### config.mk
export PLATFORM = sky130hd
export DESIGN_NAME = run_sequencer
export DESIGN_NICKNAME = d
export VERILOG_FILES = /design/src/rtl/run_sequencer.sv
export SDC_FILE = /design/constraint.sdc
export NUM_CORES = 1
export LEC_CHECK = 0
export ABC_AREA = 1
export CORE_MARGIN = 5
export CORE_UTILIZATION = 29
export DETAILED_ROUTE_END_ITERATION = 10
export PLACE_DENSITY = 0.6
export SLEW_MARGIN = 25
export SYNTH_ARGS = -nofsm -noshare
export SYNTH_HDL_FRONTEND = slang
export SYNTH_SLANG_ARGS = --single-unit
### constraint.sdc
create_clock -name clk -period 1.35 [get_ports clk]
set_input_delay 0.2025 -clock clk [delete_from_list [all_inputs] [get_ports clk]]
set_output_delay 0.2025 -clock clk [all_outputs]
set_load 0.02 [all_outputs]
### src/rtl/run_sequencer.sv
// run_sequencer: launches a miniMips program at a host-chosen PC, gates the
// core with a clock-enable, stops on the halt instruction or on the watchdog
// limit, and hands the data-memory port to the host whenever the core is idle.
//
// Handshake: start is a level request sampled at posedge clk and is accepted
// only in IDLE, DONE or FAULT. host_req must be held until host_gnt is seen
// high. host_gnt is combinational (host_req & mem_sel), so the grant appears
// in the same cycle that the port becomes free.
module run_sequencer #(
  parameter int                     PC_W       = 8,
  parameter int                     INSTR_W    = 9,
  parameter logic [INSTR_W-1:0]     HALT_INSTR = 9'b101100100,
  parameter int                     CYC_W      = 16,
  parameter logic [CYC_W-1:0]       TIMEOUT    = 16'd4096
) (
  input  logic               clk,
  input  logic               reset,
  input  logic               start,
  input  logic [PC_W-1:0]    start_pc,
  input  logic [INSTR_W-1:0] instr,
  output logic               core_en,
  output logic               pc_load,
  output logic [PC_W-1:0]    pc_load_val,
  output logic               mem_sel,
  input  logic               host_req,
  output logic               host_gnt,
  output logic               busy,
  output logic               done,
  output logic               timeout,
  output logic [CYC_W-1:0]   cycle_count,
  output logic [2:0]         state_dbg
);

  typedef enum logic [2:0] {
    S_IDLE  = 3'd0,
    S_LOAD  = 3'd1,
    S_RUN   = 3'd2,
    S_DONE  = 3'd3,
    S_FAULT = 3'd4
  } state_t;

  localparam logic [CYC_W-1:0] CYC_ONE = {{(CYC_W-1){1'b0}}, 1'b1};
  // Count value at which the next executed instruction is the last allowed.
  localparam logic [CYC_W-1:0] WD_LAST = TIMEOUT - CYC_ONE;
  localparam logic             WD_ON   = (TIMEOUT != '0);

  state_t state, state_nx;
  logic   accept;      // start taken this cycle
  logic   count_inc;   // an instruction executes this cycle

  // State register; reset aborts any run immediately.
  always_ff @(posedge clk or posedge reset) begin
    if (reset) state <= S_IDLE;
    else       state <= state_nx;
  end

  // Next-state logic and all control outputs, decoded from the current state.
  always_comb begin
    state_nx  = state;
    core_en   = 1'b0;
    pc_load   = 1'b0;
    mem_sel   = 1'b1;
    busy      = 1'b0;
    done      = 1'b0;
    timeout   = 1'b0;
    accept    = 1'b0;
    count_inc = 1'b0;
    unique case (state)
      S_IDLE, S_DONE, S_FAULT: begin
        done    = (state == S_DONE);
        timeout = (state == S_FAULT);
        if (start) begin
          accept   = 1'b1;
          state_nx = S_LOAD;
        end
      end
      S_LOAD: begin
        pc_load  = 1'b1;
        mem_sel  = 1'b0;
        busy     = 1'b1;
        state_nx = S_RUN;
      end
      S_RUN: begin
        mem_sel = 1'b0;
        busy    = 1'b1;
        // The halt instruction itself must never update PC or core state.
        core_en = (instr != HALT_INSTR);
        if (!core_en) begin
          state_nx = S_DONE;
        end else begin
          count_inc = 1'b1;
          if (WD_ON && (cycle_count == WD_LAST)) state_nx = S_FAULT;
        end
      end
      default: state_nx = S_IDLE;
    endcase
  end

  // Entry PC latch and executed-instruction counter.
  always_ff @(posedge clk or posedge reset) begin
    if (reset) begin
      pc_load_val <= '0;
      cycle_count <= '0;
    end else if (accept) begin
      pc_load_val <= start_pc;
      cycle_count <= '0;
    end else if (count_inc) begin
      cycle_count <= cycle_count + CYC_ONE;
    end
  end

  assign host_gnt  = host_req & mem_sel;
  assign state_dbg = state;

endmodule
# Word level (Yosys, flattened, before mapping)
# Index checks and enable logic that the tools add are counted.
[totals] register_bits=27 latchBits=0 ramBits=0 rom_bits=0 in_bits=21 output_inout_bits=34 wordCells=34 memories=0
[op_classes] add_sub_neg=1 mul=0 div=0 magnitude_cmp=0 n_eq_ne=8 shifts=0 n_mux=16 bitwise_logic=1 n_reduce_logical=5
[ops] operator="2-to-1 mux 16 bit" n=2
[ops] operator="adder 16 x 1 -> 16 bit, second input constant" n=1
[ops] operator="equality test 16 x 12 -> 1 bit, second input constant" n=1
[ops] operator="2-to-1 mux 1 bit" n=10
[ops] operator="2-to-1 mux 3 bit" n=3
[ops] operator="inequality test 9 bit, second input constant" n=1
[ops] operator="case mux 3 bit (3 select lines)" n=1
[ops] operator="equality test 3 x 2 -> 1 bit, second input constant" n=2
[ops] operator="equality test 3 x 1 -> 1 bit, second input constant" n=1
[ops] operator="equality test 3 bit, second input constant" n=1
[ops] operator="zero test 3 bit" n=1
[ops] operator="inequality test 3 bit, second input constant" n=1
[ops] operator="OR reduction 3 bit" n=1
[ops] operator="inequality test 2 bit, second input constant" n=1
[ops] operator="AND reduction 2 bit" n=1
[ops] operator="nonzero test 2 bit" n=1
[ops] operator="OR reduction 2 bit" n=1
[ops] operator="bitwise AND 1 bit" n=1

# Logic depth before layout (Yosys ltp)
# Gate-level depths: netlist of the first run.
[logic_depth] ltp_word=5 depth_mapped=11 depth_no_buf=10

# Worst setup path after synthesis of the first run
# OpenSTA, ideal clock, no wires.
[synth_path] path_type="register to output" start="register state[2], in the netlist state_dbg[2]" end="output port mem_sel" t_arrival_ns=1.425 required_time_ns=1.148 slack_ns=-0.277 path_stages_with_launch=7 n_path_buf=0 path_cell_list="dfrtp_1 -> inv_2 -> nand2_2 -> nor2_1 -> inv_1 -> nand2_1 -> inv_1"
[synth_between] elab_chain_len=3 elab_cells_between_ends=4 classes_between="eq/ne: 2; mux: 1; reduce/logical: 1"
[synth_rtl] element="start: declaration" line="47" text="state_t state, state_nx;"
[synth_rtl] element="start signal: assignment" line="54" text="else state <= state_nx;"
[synth_rtl] element="equality test 3 x 2 -> 1 bit / equality test 3 x 1 -> 1 bit (equally long branches)" line="68" text="unique case (state)"
[synth_rtl] element="OR reduction 2 bit (no line) (*)"
[synth_rtl] element="2-to-1 mux 1 bit (*)" line="68"
[synth_rtl] element="end: declaration" line="24" text="output logic mem_sel,"
# Mark *: on every way between the ends. The rest lies on a longest branch, timed or not.

# Worst setup path after layout of the first run
[layout_path] start="register state[0], in the netlist state_dbg[0]" end="output port host_gnt"
[layout_between] elab_chain_len=4 elab_cells_between_ends=5 classes_between="eq/ne: 2; mux: 1; bitwise: 1; reduce/logical: 1"
[layout_rtl] element="equality test 3 x 2 -> 1 bit / equality test 3 x 1 -> 1 bit (equally long branches)" line="68"
[layout_rtl] element="OR reduction 2 bit (no line) (*)"
[layout_rtl] element="2-to-1 mux 1 bit (*)" line="68"
[layout_rtl] element="bitwise AND 1 bit (*)" line="112" text="assign host_gnt = host_req & mem_sel;"
[layout_rtl] element="end: declaration" line="26" text="output logic host_gnt,"
# Marked as above.

==> metrics.txt, run 1 <==
critical path, cell by cell=nor3_4, inv_2, nand2_4, nor2_1, buf_2; IO buf count=54; largest stage delay on the critical path=about 0.47 ns; Lkg Pwr=~1.4 nW; Final Wtd Congestion=a little under 0.8; # Max-Cap Violations=0; Cell variety after synth=23; cell count after synthesis=239; core footprint=roughly 5900 sq um; layout cells sized above 1=about two fifths; Layout Nets=between 300 and 400; Flop pwr share=24.5%; part of the cycle the worst path needs=115%; fmax=0.647 GHz; Clock Latency Late Sink=roughly 0.28 ns; metal3 WL=220 microns; TritonCTS clock tree=yes; Rel. slew slack=between 80% and 90%; Detailed Route Iter0 Violations=77; met2 wire len=~2300 microns; clock share of power=roughly a tenth; Max rail drop VDD=1.09 mV; Setup crit start kind=flip-flop; internal power=between 2 and 3 mW; clock buffer depth=2; post-DR vias/cell=around 4.4; Reg2Reg Depth=12; Antenna diodes=0; number of global-route vias before repair=~1.7k; 1st-pass router iterations=4; Worst setup startpoint=state_dbg[0]; sw power=2.25 mW; Setup CP Type=reg2out; Fillers=approximately 610; residual DRC count=0; RSZ-0062 raised after global routing=true; die area=between 7000 and 8000 sq um; largest net degree at the start of global routing=27; final wirelength=4620 microns; Setup crit end kind=output pin; Ports=between 50 and 60; Switching Fraction=between 40 and 50%; CP Max Fanout=5; final core utilization=between 40% and 50%; Multi-input gate area=between 1000 and 1500 sq um; Reg2Reg Capture Point=cycle_count[2]; via count=around 1.8k; Routed Antenna Nets=0; Setup crit end=host_gnt; Die Wd=87.3 microns; status=finished with violations; Top Layer Used=met4; initial core utilization=roughly 30%; CTS H-Tree Depth=1; first-pass GRT wire length=between 7000 and 8000 microns; post-route setup slack=-0.196 ns; Die Y=between 80 and 90 microns; Power Density=1730 nW/um^2; WP data required=about 1.2 ns; failing checks=setup timing; Setup Viol. Count Final=34; FF+latch count, synth=27; Root Driver=clkbuf_8; Gate power share=around two thirds; initial antenna violation count=0; worst hold slack=around 0.13 ns; r2r setup slk=-0.18 ns; clock-pin slew on the worst setup and hold paths=~0.090 ns; worst min path class=in2async; Post-Syn Nets=about 260; fraction of the yosys area taken by sequential cells=about two fifths; Clock Sinks=27; setup TNS=-4.95 ns; GRT Overall Usage=around an eighth; Area Growth Syn to Fin=67.5%; M1 WL=roughly 2100 microns; worst-margin pin slew=0.271 ns; min cycle time layout=1.55 ns; RR Startpoint=state_dbg[2]; skew final=0.00592 ns; Detailed Place HPWL=between 3000 and 4000 microns; CP Data Arrival Time=around 1.3 ns; Num CTS Buffers=3; grt total ovfl=0; synth warn=0; Syn Area/Cell=approximately 7.3 sq um; num rows=28; synthesized area=1730 sq um; FF/Latch Area=684 sq um; Pins Over Slew Limit=0; wire per inst=~11 microns; final hold viol count=0; Worst path slowest cell=dfrtp_2
## repair_timing
| item | CTS | global route |
|---|---|---|
| hold endpoints to repair | 0 | 0 |
| endpoints found under the setup margin | 61 | 40 |
| resized for setup | 98 | 42 |
| hold buffers | 0 | 0 |
| pin swaps | 13 | 11 |
| setup buffers | 8 | 4 |
## logic make-up after synthesis
group | after synthesis | synth area share (%)
AOI/OAI and AO/OA | 16 | 7.29
xor gates and xnor gates | 2 | 1.01
adders and majority gates | 1 | 0.721
buffers and inverters | 33 | 8.59
DFF | 27 | 39.0
and+or+nand+nor | 160 | 43.4
## layer usage
layer | vias to the layer above | track usage (%)
li1 | 946 | -
met2 | 32 | 20.3
met1 | 827 | 16.4
met5 | - | 0
met3 | 4 | 2.46
met4 | 0 | 3.07
## worst min-delay path by stage
stage	from	to	slack [ns]
after global placement	reset	pc_load_val[6]	0.44
after CTS	reset	pc_load_val[0]	0.13
after floorplan	reset	cycle_count[10]	0.25
final	reset	pc_load_val[0]	0.13
after global routing	reset	pc_load_val[4]	0.13
after detailed placement	reset	pc_load_val[0]	0.44
## metrics by stage
| stage | std cells | power, mW | area [sq um] | setup slack (ns) |
|---|---|---|---|---|
| detailed placement | 393 | 3.89 | 2610 | -0.521 |
| CTS | 405 | 4.59 | 2750 | -0.214 |
| global route | 409 | 5.34 | 2900 | -0.270 |
| finish | 409 | 5.01 | 2900 | -0.196 |
| global placement | 393 | 3.88 | 2610 | -0.484 |
| floorplan | 239 | 2.68 | 1760 | -0.115 |
## layout make-up
class                   instances  share of cell area (%)
inverters                      29                    4.57
well taps                      75                    3.23
flip-flops and latches         27                    23.6
clock buffers                   4                    1.55
multi-input cells             179                    36.7
repair buffers                 95                    30.4
## cell usage in the layout, fill, tap and decap left out, drive strengths merged
cell type,netlist,layout
inv,29,29
nand2,95,95
nor3,2,2
o21bai,2,2
dlygate4sd2,0,21
nand3,24,24
buf,4,49
or2,5,5
nand4,7,7
clkdlybuf4s50,0,20
nor2,27,27
ha,1,1
dfrtp,27,27
clkbuf,0,6
xor2,2,2
o21ai,14,14
clkdlybuf4s15,0,3
## flip-flops by register name, indices dropped and copies added, names as in the netlist
signal,cells
cycle_count,16
state_dbg,3
pc_load_val,8
## power groups by stage
stage               sequential [mW]  clock [mW]  combinational, mW
floorplan                      1.44           0               1.25
global placement               1.21           0               2.66
detailed placement             1.21           0               2.69
CTS                            1.22       0.491               2.88
global route                   1.26       0.526               3.56
finish                         1.23       0.482               3.30
## synth_stat cells
| cell type | n | area (sq um) |
|---|---|---|
| nand2_8 | 2 | 40.0 |
| nand2_2 | 12 | 75.1 |
| or2_2 | 4 | 25.0 |
| nor2_1 | 25 | 93.8 |
| inv_1 | 24 | 90.1 |
| nand2_1 | 80 | 300 |
| nand3_1 | 24 | 120 |
| nand2_4 | 1 | 11.3 |
| or2_1 | 1 | 6.26 |
| buf_2 | 2 | 10.0 |
| o21ai_2 | 11 | 96.3 |
| nor3_2 | 2 | 20.0 |
| inv_2 | 4 | 15.0 |
| nor2_2 | 1 | 6.26 |
| dfrtp_1 | 27 | 676 |
| buf_6 | 2 | 22.5 |
| o21ai_0 | 3 | 15.0 |
| nand4_1 | 7 | 43.8 |
| inv_8 | 1 | 11.3 |
| ha_1 | 1 | 12.5 |
| xor2_1 | 2 | 17.5 |
| nor2_4 | 1 | 11.3 |
| o21bai_1 | 2 | 15.0 |
## critical path: cells and delay by family (launching register included)
kind | cells | cell delay, ns
buffers and inverters | 2 | 0.24
and+or+nand+nor | 3 | 0.37
DFF | 1 | 0.47
(Power assumes the default switching activity.)
==> run 2, diff against run 1 <==
Settings changed: TNS_END_PERCENT from default to 30.
==> metrics.txt, run 2 (synthesis results as in run 1) <==
status=finished with violations; failing checks=setup timing; WP data required=approximately 1.2 ns; Layout Nets=approximately 350; Setup crit end kind=output pin; part of the cycle the worst path needs=116%; grt total ovfl=0; num rows=28; Setup crit end=host_gnt; most frequent cells in the layout=nand2_1, buf_4, nand3_1, nor2_1; Num CTS Buffers=3; worst-margin pin slew=0.298 ns; Worst setup startpoint=state_dbg[2]; min cycle time layout=between 1.5 and 2 ns; Die Wd=between 80 and 90 microns; Detailed Place HPWL=3420 microns; critical path, cell by cell=buf_12, nor3_4, inv_2, nand2_4, nor2_1, buf_4; Setup crit start kind=flip-flop; largest stage delay on the critical path=0.44 ns; Largest Register=cycle_count; Routed Antenna Nets=0; GRT Overall Usage=about an eighth; residual DRC count=0; wire per inst=roughly 11 microns; RSZ-0062 raised after global routing=true; Setup Viol. Count Final=33; worst hold slack=0.253 ns; pre-CTS WS=-0.513 ns; final hold viol count=0; Setup CP Type=reg2out; via count=1741; IO buf count=54; Hold-fix buffers, CTS=0; post-DR vias/cell=between 4 and 5; Reg2Reg Capture Point=cycle_count[15]; layout cells sized above 1=approximately a third; initial antenna violation count=0; core footprint=between 5000 and 6000 sq um; CP Max Fanout=3; Worst path slowest cell=dfrtp_2; Power Density=1650 nW/um^2; largest net degree at the start of global routing=28; Pins Over Slew Limit=0; CTS H-Tree Depth=1; RR Startpoint=state_dbg[2]; first-pass GRT wire length=~7700 microns; worst min path class=in2async; # Max-Cap Violations=0; number of global-route vias before repair=between 1.5k and 2k; Max rail drop VDD=a little under 0.9 mV; Lkg Pwr=1.37 nW; Detailed Route Iter0 Violations=42; post-route setup slack=-0.214 ns; Largest register FFs=16; Die Y=87.3 microns; Final Wtd Congestion=0.756; r2r setup slk=-0.17 ns; final wirelength=4400 microns; Antenna diodes=0; TritonCTS clock tree=yes; fmax=about 0.64 GHz; most common cell after layout, fill and taps aside=nand2_1; Area Growth Syn to Fin=58.5%; Ports=55; 1st-pass router iterations=4; Clock Sinks=27; Final Power=approximately 4.5 mW; die area=roughly 7600 sq um; skew final=approximately 0.0031 ns; Reg2Reg Depth=9; clock-pin slew on the worst setup and hold paths=0.10 ns; Clock Latency Late Sink=approximately 0.28 ns; CP Data Arrival Time=1.36 ns; clock buffer depth=2; Root Driver=clkbuf_8; initial core utilization=approximately 30%; Rel. slew slack=~80%
==> run 2: power by group <==
group	total (mW)	internal [mW]	switching (mW)	leakage [nW]
Sequential	1.18	1.02	0.160	0.346
Clock	0.508	0.218	0.290	0.0261
Combinational	2.85	1.30	1.55	1.00
Total	4.54	2.53	2.00	1.37
==> run 2: area by class of cell <==
cell class,instances,area (sq um)
Fill cell,591,3100
Multi-Input combinational cell,179,953
Timing Repair Buffer,91,841
Sequential cell,27,687
Inverter,29,124
Tap cell,75,93.8
Clock buffer,3,41.3
Clock inverter,1,8.76
==> run 2: repair_timing <==
item	CTS	global route
endpoints found under the setup margin	61	43
gates resized for setup	85	17
buffers inserted	6	2
pin swaps	7	1
==> run 2: critical path, delay by kind of cell, from the launching register on <==
family                 cells  cell delay [ns]
buffers and inverters      3             0.36
flip-flops                 1             0.44
AND/OR/NAND/NOR            3             0.27
==> run 2: worst min-delay path by stage <==
| stage | endpoint | slack [ns] | cells past startpoint |
|---|---|---|---|
| 6_report | cycle_count[3] | 0.25 | 3 |
| 4_1_cts | cycle_count[7] | 0.26 | 3 |
| 2_1_floorplan | cycle_count[10] | 0.25 | 1 |
| 3_5_place_dp | pc_load_val[7] | 0.47 | 2 |
| 3_3_place_gp | pc_load_val[1] | 0.47 | 2 |
| 5_1_grt | pc_load_val[0] | 0.26 | 3 |
==> run 2: metal layers <==
metal	up-vias	GRT usage, %	share of wire, %
li1	937	-	-
met1	772	16.1	47
met2	27	21.3	47
met3	5	2.08	4.6
met4	0	3.35	1.1
met5	-	0	0
==> run 2: stage by stage <==
step / instance area, sq um / TNS (ns) / util, % / cells
2_1_floorplan: 1750 / -2.21 / - / 239
3_3_place_gp: 2600 / -6.09 / 44.4 / 393
3_5_place_dp: 2600 / -6.90 / 44.4 / 393
4_1_cts: 2710 / -4.02 / 46.3 / 403
5_1_grt: 2750 / -6.96 / 47.0 / 405
6_report: 2750 / -3.71 / 47.0 / 405
==> run 3, diff against run 2 <==
Settings changed: PLACE_DENSITY 0.6 to 0.58.
Clock period 1.35 ns to 1.5 ns, I/O delays scaled along.
==> metrics.txt, run 3 (synthesis results as in run 1) <==
Root Driver=clkbuf_8; Layout Nets=between 300 and 400; via count=between 1.5k and 2k; area post-placement=~2600 sq um; Detailed Place HPWL=~3600 microns; 1st-pass router iterations=6; number of global-route vias before repair=~1.7k; Hold-fix buffers, CTS=0; Lkg Pwr=about 1.5 nW; pre-CTS WS=-0.408 ns; met2 wire len=2360 microns; Die Wd=about 87 microns; worst min path class=in2async; post-DR vias/cell=about 4.4; Power Density=around 1500 nW/um^2; Rel. slew slack=between 70 and 80%; most frequent cells in the layout=nand2_1, buf_4, dfrtp_1; min cycle time layout=1.51 ns; Largest register FFs=16; Area Growth Syn to Fin=57.9%; residual DRC count=0; most common cell after layout, fill and taps aside=nand2_1; sw power=roughly 1.8 mW; TritonCTS clock tree=yes; Switching Fraction=43.7%; # Max-Cap Violations=0; Clock Sinks=27; clock buffer depth=2; Post-Layout Cell Count=401; Routed Antenna Nets=0; clock-pin slew on the worst setup and hold paths=~0.090 ns; Top Layer Used=met4; GRT Overall Usage=between 10% and 20%; Fillers=603; Setup CP Type=reg2out; metal3 WL=about 210 microns; Largest Register=cycle_count; num rows=28; internal power=approximately 2.3 mW; skew final=just under 0.002 ns; FF/Latch Area=678 sq um; final hold viol count=0; Antenna diodes=0; CTS H-Tree Depth=1; grt total ovfl=0; Clock Latency Late Sink=around 0.27 ns; WP data required=between 1 and 1.5 ns; Detailed Route Iter0 Violations=32; final core utilization=between 40% and 50%; largest net degree at the start of global routing=28; Num CTS Buffers=3; IO buf count=between 50 and 60; Placed Cells=391; worst hold slack=0.313 ns; Max rail drop VDD=between 0.8 and 0.9 mV; Die Y=between 80 and 90 microns; post-route setup slack=-0.0129 ns; first-pass GRT wire length=between 7000 and 8000 microns; Pins Over Slew Limit=0; Setup crit end kind=output pin; status=finished with violations; failing checks=setup timing; Setup crit start kind=flip-flop; fmax=around 0.66 GHz; CP Max Fanout=4; CP Data Arrival Time=~1.3 ns; layout cells sized above 1=a little over 30%; M1 WL=approximately 2100 microns; Ports=55; final wirelength=approximately 4700 microns; core footprint=between 5000 and 6000 sq um; clock share of power=10.1%; initial core utilization=around 30%; initial antenna violation count=0; worst-margin pin slew=between 0.3 and 0.4 ns; Multi-input gate area=between 900 and 1000 sq um; r2r setup slk=-0.01 ns; wire per inst=roughly 12 microns; die area=~7600 sq um; finished layout cell area=~2700 sq um; RSZ-0062 raised after global routing=true; Final Wtd Congestion=0.803; Setup Viol. Count Final=9; Flop pwr share=about a quarter; Gate power share=between 60% and 70%; part of the cycle the worst path needs=101%
run 3: cell count changes in the layout (fill, tap and decap cells not counted), moves of 3 or more:
| cell | change |
|---|---|
| buf_4 | -3 |
| dfrtp_1 | +7 |
| dfrtp_2 | -7 |
| dlygate4sd2_1 | -3 |
| dlymetal6s2s_1 | +8 |
run 3: final cells by class:
class | count | share of cell area, %
multi-input combinational | 179 | 35.5
timing repair buffer | 87 | 30.1
sequential | 27 | 24.8
inverter | 29 | 4.52
tap | 75 | 3.43
clock buffer | 3 | 1.51
clock inverter | 1 | 0.183
run 3: path summary, 6_finish.rpt:
kind | from | end | cells after the start
setup / recovery | state_dbg[2] | host_gnt | 5
hold / removal | reset | state_dbg[1] | 3
setup reg to reg | state_dbg[2] | cycle_count[9] | 12
hold reg to reg | pc_load_val[3] | pc_load_val[3] | 2
max in group asynchronous | reset | state_dbg[0] | 3
min in group clk | start_pc[7] | pc_load_val[7] | 3
run 3: critical path, stage by stage (launching register included):
cell and delay (ns):
dfrtp_2 0.45, nor3_4 0.24, inv_2 0.08, nand2_4 0.08, nor2_2 0.04, buf_6 0.12
run 3: metrics by stage:
step	TNS, ns	power, mW
6_report	-0.0512	4.16
5_1_grt	-2.16	4.47
4_1_cts	-1.05	4.00
3_5_place_dp	-3.46	3.59
3_3_place_gp	-2.94	3.57
2_1_floorplan	-0.310	2.39
run 3: repair_timing:
item,4_1_cts,5_1_grt
setup endpoints to repair,53,41
setup buffers,3,3
gates resized for setup,49,43
pin swaps,2,8
run 3: power groups by stage:
| stage | combinational (mW) | clock (mW) | sequential (mW) |
|---|---|---|---|
| after global placement | 2.50 | 0 | 1.06 |
| after floorplan | 1.11 | 0 | 1.28 |
| final | 2.68 | 0.420 | 1.06 |
| after CTS | 2.50 | 0.453 | 1.05 |
| after global routing | 2.90 | 0.475 | 1.09 |
| after detailed placement | 2.53 | 0 | 1.06 |
run 3: per-layer routing:
metal | vias up | track usage [%]
li1 | 926 | -
met1 | 818 | 15.7
met2 | 35 | 22.3
met3 | 4 | 2.08
met4 | 0 | 3.63
met5 | - | 0
